`src/rtl/regfile_wr_ctrl.sv`:
```
// Write-port arbiter for the 32x32 register file: in-order writeback (A) wins, FIFO-buffered
// long-latency results (B) fill idle slots; optional starvation guard via WRCTRL_STARVE_GUARD_EN.
module regfile_wr_ctrl #(
  parameter int DATA_W       = 32,
  parameter int ADDR_W       = 5,
  parameter int REG_NUM      = 32,
  parameter int QDEPTH       = 4,
  parameter int STARVE_LIMIT = 8
) (
  input  logic                      clk,
  input  logic                      rst,
  input  logic                      a_valid,
  input  logic [ADDR_W-1:0]         a_addr,
  input  logic [DATA_W-1:0]         a_data,
  output logic                      a_ready,
  input  logic                      b_valid,
  input  logic [ADDR_W-1:0]         b_addr,
  input  logic [DATA_W-1:0]         b_data,
  output logic                      b_ready,
  input  logic                      resv_valid,
  input  logic [ADDR_W-1:0]         resv_addr,
  output logic                      we,
  output logic [ADDR_W-1:0]         waddr,
  output logic [DATA_W-1:0]         wdata,
  output logic [REG_NUM-1:0]        busy_mask,
  output logic [$clog2(QDEPTH):0]   q_count
);

  localparam int PTR_W  = $clog2(QDEPTH);
  localparam int CNT_W  = PTR_W + 1;
  localparam int SCNT_W = $clog2(STARVE_LIMIT + 1);

  logic [ADDR_W-1:0]  fifo_addr_q [QDEPTH];
  logic [DATA_W-1:0]  fifo_data_q [QDEPTH];
  logic [PTR_W-1:0]   wr_ptr_q, wr_ptr_d;
  logic [PTR_W-1:0]   rd_ptr_q, rd_ptr_d;
  logic [CNT_W-1:0]   cnt_q, cnt_d;
  logic               we_q, we_d;
  logic [ADDR_W-1:0]  waddr_q, waddr_d;
  logic [DATA_W-1:0]  wdata_q, wdata_d;
  logic [REG_NUM-1:0] busy_q, busy_d;

  logic               fifo_empty, fifo_full;
  logic               a_fire, b_fire, deq;
  logic [ADDR_W-1:0]  head_addr;
  logic [DATA_W-1:0]  head_data;

  // Clear-then-set so a reservation landing on the same edge as the retiring write survives.
  function automatic logic [REG_NUM-1:0] next_busy(
    input logic [REG_NUM-1:0] cur,
    input logic               clr_en,
    input logic [ADDR_W-1:0]  clr_addr,
    input logic               set_en,
    input logic [ADDR_W-1:0]  set_addr
  );
    logic [REG_NUM-1:0] m;
    m = cur;
    if (clr_en) m[clr_addr] = 1'b0;
    if (set_en && (set_addr != '0)) m[set_addr] = 1'b1;
    m[0] = 1'b0;
    return m;
  endfunction

  assign fifo_empty = (cnt_q == '0);
  assign fifo_full  = (cnt_q == CNT_W'(QDEPTH));
  assign head_addr  = fifo_addr_q[rd_ptr_q];
  assign head_data  = fifo_data_q[rd_ptr_q];

  assign b_ready = !rst && !fifo_full;

`ifdef WRCTRL_STARVE_GUARD_EN
  logic [SCNT_W-1:0] starve_q;
  logic              starve_hit;

  assign starve_hit = (starve_q == SCNT_W'(STARVE_LIMIT));
  assign a_ready    = !rst && !starve_hit;

  always_ff @(posedge clk) begin
    if (rst) begin
      starve_q <= '0;
    end else if (fifo_empty || deq) begin
      starve_q <= '0;
    end else begin
      starve_q <= starve_q + SCNT_W'(1);
    end
  end
`else
  logic [SCNT_W-1:0] unused_starve_limit;
  assign unused_starve_limit = SCNT_W'(STARVE_LIMIT);
  assign a_ready = !rst;
`endif

  assign a_fire = a_valid && a_ready;
  assign b_fire = b_valid && b_ready;
  assign deq    = !rst && !a_fire && !fifo_empty;

  // Arbitration: the next write-port value is selected here and registered below.
  always_comb begin
    we_d    = 1'b0;
    waddr_d = waddr_q;
    wdata_d = wdata_q;
    if (a_fire) begin
      if (a_addr != '0) begin
        we_d    = 1'b1;
        waddr_d = a_addr;
        wdata_d = a_data;
      end
    end else if (deq) begin
      if (head_addr != '0) begin
        we_d    = 1'b1;
        waddr_d = head_addr;
        wdata_d = head_data;
      end
    end
  end

  always_comb begin
    wr_ptr_d = wr_ptr_q;
    rd_ptr_d = rd_ptr_q;
    cnt_d    = cnt_q;
    if (b_fire) wr_ptr_d = wr_ptr_q + PTR_W'(1);
    if (deq)    rd_ptr_d = rd_ptr_q + PTR_W'(1);
    case ({b_fire, deq})
      2'b10:   cnt_d = cnt_q + CNT_W'(1);
      2'b01:   cnt_d = cnt_q - CNT_W'(1);
      default: cnt_d = cnt_q;
    endcase
    busy_d = next_busy(busy_q, deq, head_addr, resv_valid, resv_addr);
  end

  // FIFO storage: payload only, validity is tracked by the pointers.
  always_ff @(posedge clk) begin
    if (b_fire) begin
      fifo_addr_q[wr_ptr_q] <= b_addr;
      fifo_data_q[wr_ptr_q] <= b_data;
    end
  end

  always_ff @(posedge clk) begin
    if (rst) begin
      wr_ptr_q <= '0;
      rd_ptr_q <= '0;
      cnt_q    <= '0;
      we_q     <= 1'b0;
      waddr_q  <= '0;
      wdata_q  <= '0;
      busy_q   <= '0;
    end else begin
      wr_ptr_q <= wr_ptr_d;
      rd_ptr_q <= rd_ptr_d;
      cnt_q    <= cnt_d;
      we_q     <= we_d;
      waddr_q  <= waddr_d;
      wdata_q  <= wdata_d;
      busy_q   <= busy_d;
    end
  end

  assign we        = we_q;
  assign waddr     = waddr_q;
  assign wdata     = wdata_q;
  assign busy_mask = busy_q;
  assign q_count   = cnt_q;

endmodule

```
`config.mk`:
```
export PLATFORM = sky130hd
export DESIGN_NAME = regfile_wr_ctrl
export DESIGN_NICKNAME = d
export VERILOG_FILES = /design/src/rtl/regfile_wr_ctrl.sv
export SDC_FILE = /design/constraint.sdc
export NUM_CORES = 1
export LEC_CHECK = 0
export CAP_MARGIN = 20
export CORE_MARGIN = 8
export CORE_UTILIZATION = 65
export CTS_BUF_LIST = sky130_fd_sc_hd__clkbuf_16
export CTS_CLUSTER_DIAMETER = 150
export CTS_CLUSTER_SIZE = 40
export DETAILED_ROUTE_END_ITERATION = 16
export DONT_BUFFER_PORTS = 1
export PLACE_DENSITY = 0.81
export REMOVE_ABC_BUFFERS = 1
export SYNTH_ARGS = -nofsm -noshare
export SYNTH_HDL_FRONTEND = slang
export SYNTH_SLANG_ARGS = --single-unit
```
`constraint.sdc`:
```
create_clock -name clk -period 4.1 [get_ports clk]
set_input_delay 0.82 -clock clk [delete_from_list [all_inputs] [get_ports clk]]
set_output_delay 0.82 -clock clk [all_outputs]
set_load 0.01 [all_outputs]
```
### Yosys cells after proc, flatten, opt, wreduce, memory -nomap -nowiden

Memories as Yosys holds them, arrays and structs flattened. A register that Yosys moved wholly into a read port is not among the register bits.
Index checks and enable logic that the tools add are counted.

* RAM bits: 148
* word-level logic and storage cells: 70
* register bits after elaboration: 77
* input bits: 84
* output and inout bits: 75
* memories kept: 2

* eq/ne operators: 4
* add/sub/neg operators: 4
* bitwise gates (word level): 3
* mux-type cells: 25
* $lt $le $gt $ge: 4
* reductions and logical operators: 20

Memory list
* fifo_data_q: words 4, bits a word 32, read ports 1, clocked after memory_dff 1, write ports 1, RTL line 34 `logic [DATA_W-1:0] fifo_data_q [QDEPTH];`
* fifo_addr_q: words 4, bits a word 5, read ports 1, clocked after memory_dff 1, write ports 1, RTL line 33 `logic [ADDR_W-1:0] fifo_addr_q [QDEPTH];`

Operator list (number)
* $mux W32: 6
* $and A32 B32 Y32: 1
* $not A32 Y32: 1
* $or A32 B32 Y32: 1
* $mux W5: 4
* $reduce_bool A5 Y1: 3
* $lt A5 B6 Y1 const B: 2
* $demux W1 S5: 2
* $ge A5 B1 Y1 const B: 2
* $logic_and A1 B1 Y1: 8
* $mux W1: 8
* $mux W2: 4
* $pmux W3 S2: 1
* $reduce_bool A2 Y1: 3
* $add A2 B1 Y2 const B: 2
* $logic_not A1 Y1: 4
* $add A3 B1 Y3 const B: 1
* $eq A3 B3 Y1 const B: 1
* $logic_not A3 Y1: 1
* $reduce_and A3 Y1: 1
* $sub A3 B1 Y3 const B: 1
* $eq A2 B1 Y1 const B: 1
* $eq A2 B2 Y1 const B: 1
* $ne A2 B1 Y1 const B: 1

### Logic depth before layout (Yosys ltp)

Gate-level depths: netlist of run 1.

* word-level depth: 9
* gate-level depth with buffers: 10
* mapped depth without buffers: 10

### Worst setup path before layout of run 1

No wires, ideal clock.

* kind: input-to-reg
* start: input rst
* end: register cnt_q[2] (netlist: q_count[2])
* buffers on the path: 1
* setup time: 0.070 ns
* data required time: 4.030 ns
* data arrival time: 2.767 ns
* setup slack: 1.262 ns
* cell stages on the path: 8
* cell sequence: clkbuf_1 -> nor3_1 -> ha_1 -> inv_1 -> fa_1 -> xor2_1 -> or3_1 -> a21oi_1

* word-level cells in the longest chain between the ends: 7
* elaborated cells between the ends (all ways): 11
* classes of those cells: eq/ne: 2; mux: 1; reduce/logical: 8

Ends and longest elaborated chain
* start, declared: RTL line 11 `input logic rst,`
* $logic_not A1 Y1: RTL line 69, 90, 95
* $logic_and A1 B1 Y1: RTL line 93 `assign a_fire = a_valid && a_ready;`
* $logic_not A1 Y1: RTL line 95 `assign deq = !rst && !a_fire && !fifo_empty;`
* $logic_and A1 B1 Y1 (2 in series): RTL line 95
* $eq A2 B1 Y1 / $eq A2 B2 Y1 (equally long branches): RTL line 123 `case ({b_fire, deq})`
* $pmux W3 S2 / $reduce_bool A2 Y1 (equally long branches)
* end signal, assigned: RTL line 151 `cnt_q <= cnt_d;`
* end, declared: RTL line 37 `logic [CNT_W-1:0] cnt_q, cnt_d;`

Several ways; a longest one is shown, not always the timed one.
A chain may end at the register's enable or synchronous reset.

==> results of run 1 <==
## flip-flops by register name, summed over array words and instances (netlist names), named ones only
register	cells
wr_ptr_q	2
waddr	5
fifo_addr_q	20
we	1
busy_mask	31
rd_ptr_q	2
q_count	3
fifo_data_q	128
wdata	32
## through the flow
stage          setup WS, ns  hold slack, ns
2_1_floorplan         0.281           0.485
3_3_place_gp           1.07           0.499
3_5_place_dp          0.893           0.510
4_1_cts               0.937           0.398
5_1_grt               0.788           0.380
6_report              0.988           0.398
## cell families (layout without fill, tap and decap cells)
logic type | count (synthesis) | in the layout | share of synthesized area
fa+ha+maj | 6 | 6 | 0.00931
buf+inv | 44 | 25 | 0.0233
simple gates | 86 | 86 | 0.0472
xor+xnor | 5 | 5 | 0.00494
flops | 226 | 226 | 0.677
compound gates | 142 | 142 | 0.102
mux | 74 | 74 | 0.136
other cells | 1 | 1 | 0.000423
## per-layer routing
layer,track usage,up-vias
li1,-,2185
met1,0.224,2432
met4,0.0492,0
met2,0.358,195
met3,0.0836,17
met5,0,-
## synthesized netlist by cell type, drive strengths merged, types with 4 or more instances
cell type	number	area [um2]
buf	19	113
edfxtp	148	4440
mux2i	37	370
a21oi	70	350
dfxtp	78	1560
mux4	37	833
inv	7	26.3
nand2	39	146
ha	5	62.6
nand3b	5	50.1
nor2	17	63.8
clkbuf	18	67.6
nand2b	6	37.5
o21ai	32	160
and3	4	25.0
a211oi	37	378
## cell usage in the layout (no fill, tap or decap), drive strengths merged, types with 4 or more instances in the layout
| cell type | instances |
|---|---|
| o21ai | 32 |
| a21oi | 70 |
| edfxtp | 148 |
| dfxtp | 78 |
| ha | 5 |
| nand2 | 39 |
| mux2i | 37 |
| nor2 | 17 |
| and3 | 4 |
| nand3b | 5 |
| buf | 5 |
| mux4 | 37 |
| inv | 11 |
| nand2b | 6 |
| a211oi | 37 |
| clkbuf | 9 |
## report_power, final
part | internal [W] | leakage [nW] | switching, W
Combinational | 0.000154 | 0.876 | 0.000203
Clock | 0.000415 | 0.134 | 0.000632
Sequential | 0.00252 | 1.98 | 0.0000811
Total | 0.00309 | 2.99 | 0.000916
## area by class of cell
cell class,count,area share
Clock buffer,9,0.0244
Clock inverter,4,0.00299
Inverter,7,0.00285
Multi-Input combinational cell,314,0.290
Sequential cell,226,0.652
Tap cell,176,0.0239
Timing Repair Buffer,5,0.00407
## worst paths after layout
kind / startpoint / end / cells after the start
worst min-delay path: rst / wdata[8] / 1
worst max-delay path: register / wdata[0] / 5
worst max register to register: register / wdata[0] / 5
worst min register to register: busy_mask[23] / busy_mask[23] / 2
==> metrics, run 1 <==
first-pass GRT wire length=approximately 29000 um; Non-Filler Instances=741; final worst path period share=0.759; instance count after placement with tap cells included=~730; Syn-to-layout area delta=3.86%; internal reg-to-reg setup slack=around 1 ns; antenna fix cells=0; TritonCTS clock tree=built; number of buffers created by CTS=9; family of cells with the greatest summed delay on the critical path=simple AND/OR/NAND/NOR gates; Post-DRT Antenna Nets=0; post-layout total power=around 0.0040 W; Synth Cell Area=8870 um2; CTS resizes=0; number of clock sinks=226; final hold vios=0; worst endpoint required time=about 4.5 ns; number of buffer and inverter stages on the critical path=0; number of max-capacitance violations reported=0; element type at the critical path start=register; placed cell areas=between 8000 and 9000 um2; CP arrival=roughly 3.5 ns; wire length on met3=roughly 2100 um; initial standard-cell utilization of the core=0.668; TNS Setup=0 ns; maximum cell stage delay along the critical path=about 0.78 ns; final HPWL from detailed placement=roughly 12000 um; Remaining DRCs=0; number of pins with negative max-slew slack in the final report=0; relative slew slack=0.314; main flop type after synthesis=sky130_fd_sc_hd__edfxtp_1; via count=between 4000 and 5000; die outline height=between 100 and 150 um; total gr overflow=0; standard cell core area=~13000 um2; result of the run=finished, final reports clean; cell leakage power=about 3 nW; clock-pin transition on the worst setup and hold timing paths=0.14 ns; pin count of the biggest net entering global routing=81; mean area per synthesized cell=~15 um2; violation count after the first detailed-route iteration=400; aggregate routed wire length=around 18000 um; wire length per cell after detailed routing=approximately 25 um; count of H-tree levels built during CTS=1; number of antenna violations at the first check in global routing=0; clock skew after layout=approximately 0.021 ns; M1 wire length=between 6000 and 7000 um; footprint of the multi-input gates=2670 um2; Tightest Hold Check Type=primary input to register; Pwr per Cell Area=between 400 and 500 nW/um2; final estimated routing congestion in global placement=between 0.9 and 1; crit path cell chain=mux4_2 > or3_4 > nand3b_4 > and2_4 > a211oi_1; flops & latches, synth=about 230; async set-or-reset flop fraction in the synthesized netlist=0; critical path class=register to register; area used by sequential logic in the layout=around 6000 um2; Core Util, Final=0.693; sequential cell area fraction in the yosys report=0.677; worst-skew pair later-pin latency=roughly 0.47 ns; slowest library cell on the worst path=sky130_fd_sc_hd__dfxtp_2; final-stage net count=approximately 650; horizontal die dimension=between 100 and 150 um; number of endpoints failing setup at the final stage=0; number of flops mapped to enable cells by yosys=between 100 and 150; number of buffers added to fix hold violations after cts=0; share of layout cells above drive strength 1=0.147; Total Routing Usage GR=0.204; maximum clock rate=321 MHz; IO Pins=between 150 and 200; maximum fanout along the worst path=38; met2 wire len=~9500 um; maximum clock insertion buffer count=3; area of all placed cells without fillers=a little over 9000 um2; number of distinct standard cells referenced by the synthesized netlist=37; clock root cell=sky130_fd_sc_hd__clkbuf_16; routed vias/inst=approximately 6.5; port buffer count=0; Die Outline Area=around 18000 um2; highest routed layer=met4; Cell Rows=42; unrepaired setup endpoints after global routing=false; gate count of the mapped netlist=584; via count of the first global-routing pass=5056; maximum vdd ir drop=roughly 0.00036 V; Yosys warning total=0; number of filler instances in the final layout=879; element type at the critical path end=register; measured slew at the worst slew-check pin=slightly above 1 ns; Min Clock Period, post-route=around 3.1 ns; first drt pass iteration count=5; post-CTS setup-driven buffer insertion count=0
Note: power is estimated with default switching activity, not from simulation.
==> inputs of run 2 (changes only) <==
--- a/config.mk
+++ b/config.mk
@@ -7,13 +7,13 @@
 export LEC_CHECK = 0
 export CAP_MARGIN = 20
 export CORE_MARGIN = 8
-export CORE_UTILIZATION = 65
+export CORE_UTILIZATION = 63
 export CTS_BUF_LIST = sky130_fd_sc_hd__clkbuf_16
 export CTS_CLUSTER_DIAMETER = 150
 export CTS_CLUSTER_SIZE = 40
 export DETAILED_ROUTE_END_ITERATION = 16
 export DONT_BUFFER_PORTS = 1
-export PLACE_DENSITY = 0.81
+export PLACE_DENSITY = 0.79
 export REMOVE_ABC_BUFFERS = 1
 export SYNTH_ARGS = -nofsm -noshare
 export SYNTH_HDL_FRONTEND = slang
==> constraint.sdc (replaced) <==
create_clock -name clk -period 3.11 [get_ports clk]
set_input_delay 0.622 -clock clk [delete_from_list [all_inputs] [get_ports clk]]
set_output_delay 0.622 -clock clk [all_outputs]
set_load 0.01 [all_outputs]
==> run 2 against run 1 <==
- sequential power up 32%
- cell count rose by 2.0%
- total power rose by 32%
- setup slack got worse by 0.70 ns
- flip-flop and latch count unchanged
- combinational power increased by 33%
- die area rose by 2.8%
- largest power group unchanged
==> metrics, run 2 (synthesis gave the netlist of run 1 again) <==
Tightest Hold Check Type=primary input to register; setup slack after placement=0.345 ns (-0.548 ns); antenna fix cells=0 (unchanged); initial standard-cell utilization of the core=0.642 (-0.0257); number of buffers added to fix hold violations after cts=0 (unchanged); number of max-capacitance violations reported=0 (unchanged); total gr overflow=0 (unchanged); CP arrival=3.19 ns (-0.29 ns); port buffer count=0 (unchanged); slack of the critical path=0.287 ns (-0.700 ns); Syn-to-layout area delta=5.27%; final estimated routing congestion in global placement=0.865 (-4.8%); standard cell core area=13800 um2 (+4.0%); share of layout cells above drive strength 1=0.163 (+0.0163); maximum clock insertion buffer count=3 (unchanged); Core Util, Final=0.676 (-0.0176); Remaining DRCs=0 (unchanged); critical path class=register to register; relative slew slack=0.518 (+0.204); horizontal die dimension=135 um (+1.4%); worst endpoint required time=3.48 ns (-0.99 ns); number of pins with negative max-slew slack in the final report=0 (unchanged); die outline height=135 um (+1.4%); maximum clock rate=354 MHz (+10%); final worst path period share=0.908 (+0.149); most utilized layer in the global route result=met2; CTS resizes=0 (unchanged); result of the run=finished, final reports clean; routed vias/inst=6.39 (-1.9%); first-pass GRT wire length=28200 um (-1.2%); IO Pins=159 (unchanged); via count of the first global-routing pass=4884 (-3.4%); most common library cell in the layout ignoring fill and taps=sky130_fd_sc_hd__edfxtp_1; element type at the critical path end=register; Total Routing Usage GR=0.201 (-0.00239); Pwr per Cell Area=566 nW/um2 (+30%); unrepaired setup endpoints after global routing=false; post-layout total power=0.00529 W (+32%); final hold vios=0 (unchanged); aggregate routed wire length=18700 um (+1.7%); number of clock sinks=226 (unchanged); maximum fanout along the worst path=38 (unchanged); clock skew after layout=0.0176 ns (-0.00361 ns); global routing met2 resource utilization=0.338 (-0.0203); Min Clock Period, post-route=2.82 ns (-0.290 ns); Cell Rows=43 (+2.4%); count of H-tree levels built during CTS=1 (unchanged); flip-flop count of the largest register, all copies and words added=128 (unchanged); measured slew at the worst slew-check pin=0.722 ns (-0.306 ns); Die Outline Area=18100 um2 (+2.8%); cell leakage power=3.06 nW (+2.2%); post-CTS setup-driven buffer insertion count=0 (unchanged); clock root cell=sky130_fd_sc_hd__clkbuf_16; final HPWL from detailed placement=13000 um (+7.6%); Post-DRT Antenna Nets=0 (unchanged); wire length per cell after detailed routing=24.7 um (-0.31%); pin count of the biggest net entering global routing=81 (unchanged); met3 capacity usage during global routing=0.0732 (-0.0105); element type at the critical path start=register; most used cells in the layout excluding fill and tap cells=sky130_fd_sc_hd__edfxtp_1, sky130_fd_sc_hd__dfxtp_1, sky130_fd_sc_hd__a21oi_1; number of filler instances in the final layout=899 (+2.3%); TritonCTS clock tree=built; number of antenna violations at the first check in global routing=0 (unchanged); final-stage net count=664 (+1.7%); violation count after the first detailed-route iteration=311 (-22%); number of buffers created by CTS=9 (unchanged); number of endpoints failing setup at the final stage=0 (unchanged); global-route track usage on met1=0.245 (+0.0214); clock-pin transition on the worst setup and hold timing paths=0.14 ns (about the same); maximum vdd ir drop=0.000488 V (+37%); largest register by flop count=fifo_data_q; first drt pass iteration count=5 (unchanged); via count=4834 (+0.10%); worst-skew pair later-pin latency=0.47 ns (about the same)
## run 2: final timing paths
| kind | from | endpoint | cells past startpoint | slack (ns) |
|---|---|---|---|---|
| max | register | wdata[29] | 5 | 0.29 |
| max reg2reg | register | wdata[29] | 5 | 0.29 |
| min reg2reg | busy_mask[24] | busy_mask[24] | 2 | 0.53 |
| min | rst | busy_mask[20] | 1 | 0.20 |
## run 2: final cells by class
cell class / instances / area (um2) / area share
clock buffers: 9 / 225 / 0.0241
clock inverters: 4 / 27.5 / 0.00295
inverters: 7 / 26.3 / 0.00281
multi-input cells: 314 / 2670 / 0.286
flip-flops and latches: 226 / 6010 / 0.643
well taps: 180 / 225 / 0.0241
repair buffers: 16 / 158 / 0.0169
## run 2: power by group
part	internal [W]	switching [W]	total, W
Clock	0.000548	0.000831	0.00138
Combinational	0.000212	0.000263	0.000475
Sequential	0.00332	0.000112	0.00344
Total	0.00408	0.00121	0.00529
## run 2: stage by stage
stage / hold slack (ns) / setup TNS, ns / cells / instance area (um2)
2_1_floorplan: 0.485 / -25.65 / 547 / 8690
4_1_cts: 0.201 / 0 / 756 / 9340
3_5_place_dp: 0.516 / 0 / 743 / 9090
6_report: 0.203 / 0 / 756 / 9340
3_3_place_gp: 0.500 / 0 / 743 / 9090
5_1_grt: 0.176 / 0 / 756 / 9340
## run 2: worst max-delay path, stage by stage (launching register included)
cell and delay, ns:
sky130_fd_sc_hd__dfxtp_2 0.58, sky130_fd_sc_hd__mux4_2 0.64, sky130_fd_sc_hd__or3_4 0.44, sky130_fd_sc_hd__nand3b_4 0.33
sky130_fd_sc_hd__and2_4 0.42, sky130_fd_sc_hd__a211oi_1 0.30
## run 2: per-layer routing
metal / wire (um) / up-vias
met5: 0 / -
met4: 254 / 0
met3: 2040 / 15
met2: 9150 / 204
met1: 7230 / 2409
li1: - / 2206
==> RTL edit, RTL diff (settings of run 2) <==
The parameter `DATA_W` goes from 32 to 16.
--- a/src/rtl/regfile_wr_ctrl.sv
+++ b/src/rtl/regfile_wr_ctrl.sv
@@ -2,5 +2,5 @@
 // long-latency results (B) fill idle slots; optional starvation guard via WRCTRL_STARVE_GUARD_EN.
 module regfile_wr_ctrl #(
-  parameter int DATA_W       = 32,
+  parameter int DATA_W       = 16,
   parameter int ADDR_W       = 5,
   parameter int REG_NUM      = 32,
Interface: changed (resized a_data, b_data and wdata); port bits go from 159 to 111. The function was not compared with the original's and may differ.
==> RTL edit against run 2 <==
  * Clock skew shrank 0.0044 ns
  * Wire length shrank 33%
  * Power shrank 13%
  * Design area shrank 30%
  * Setup slack gained 0.34 ns
  * Sequential cell count shrank 80
  * Area after synthesis shrank 34%
  * Highest routed layer unchanged
==> RTL edit: results <==
group,metric,value,unit
setup_path,crit_family,"flip-flops",
place,postPlaceCellArea,0.005928,mm2
logic_synthesis,synth_area_per_cell,14.68,um2
cts,cts_buffer_depth,2,
setup_path,cpMaxStageDelayCell,"dfxtp_1",
place,dpl.cell_count,496,
logic_synthesis,synthTopCellsByCount,"edfxtp_1 (84), dfxtp_1 (62), mux2i_1 (39)",
logic_synthesis,ys_seq_area_frac,0.6458,
global_routing,use_met1,0.2372,
cells_and_area,largest_register_ffs,64,
logic_synthesis,ys_seq_elements,146,
cells_and_area,buffers,10,
routing,drt_iter0_drc,289,
global_routing,grt_pass1_wl,19510,um
cells_and_area,multi_input_gates,218,
global_routing,met2_usage,0.3204,
power_and_ir_drop,p_leak,2.257,nW
run_status,outcome,"finished clean",
timing,slew_headroom,0.3493,
routing,viasPerCell,6.473,
cells_and_area,multi_input_area,0.001909,mm2
logic_synthesis,muxShareOfSynthArea,0.1533,
cts,cts-htree-levels,4,
cells_and_area,utilization,0.7168,
global_routing,grt_max_degree,32,
setup_path,cp.arrival,2.81,ns
logic_synthesis,synthXorXnorAreaFrac,0.006011,
cells_and_area,fill_cells,589,
global_routing,grt.total_usage,0.2049,
cells_and_area,n_all_inverters,11,
logic_synthesis,synth_area_leaders,"edfxtp_1 (43%), dfxtp_1 (21%), mux2i_1 (6.7%)",
[RTL edit: cell types whose count changed after synthesis, moves of 6 or more]
cell	delta
mux4_2	-21
a21oi_1	-64
clkbuf_1	-8
edfxtp_1	-64
a211oi_1	-16
o211ai_1	+28
nand3_1	+6
nand2_1	-17
a211oi_2	-20
dfxtp_1	-16
nor2_1	-9
[RTL edit: power by group]
group	internal, mW	total [mW]	switching [mW]
combinational	0.158	0.355	0.197
sequential	2.14	2.23	0.0918
clock	1.21	2.03	0.824
total	3.50	4.62	1.11
[RTL edit: path summary, 6_finish.rpt]
| kind | depth (start not counted) | end | slack, ns |
|---|---|---|---|
| setup / recovery | 4 | wdata[4] | 0.63 |
| hold / removal | 1 | q_count[0] | 0.28 |
| setup reg to reg | 4 | wdata[4] | 0.63 |
| hold reg to reg | 2 | wdata[14] | 0.51 |
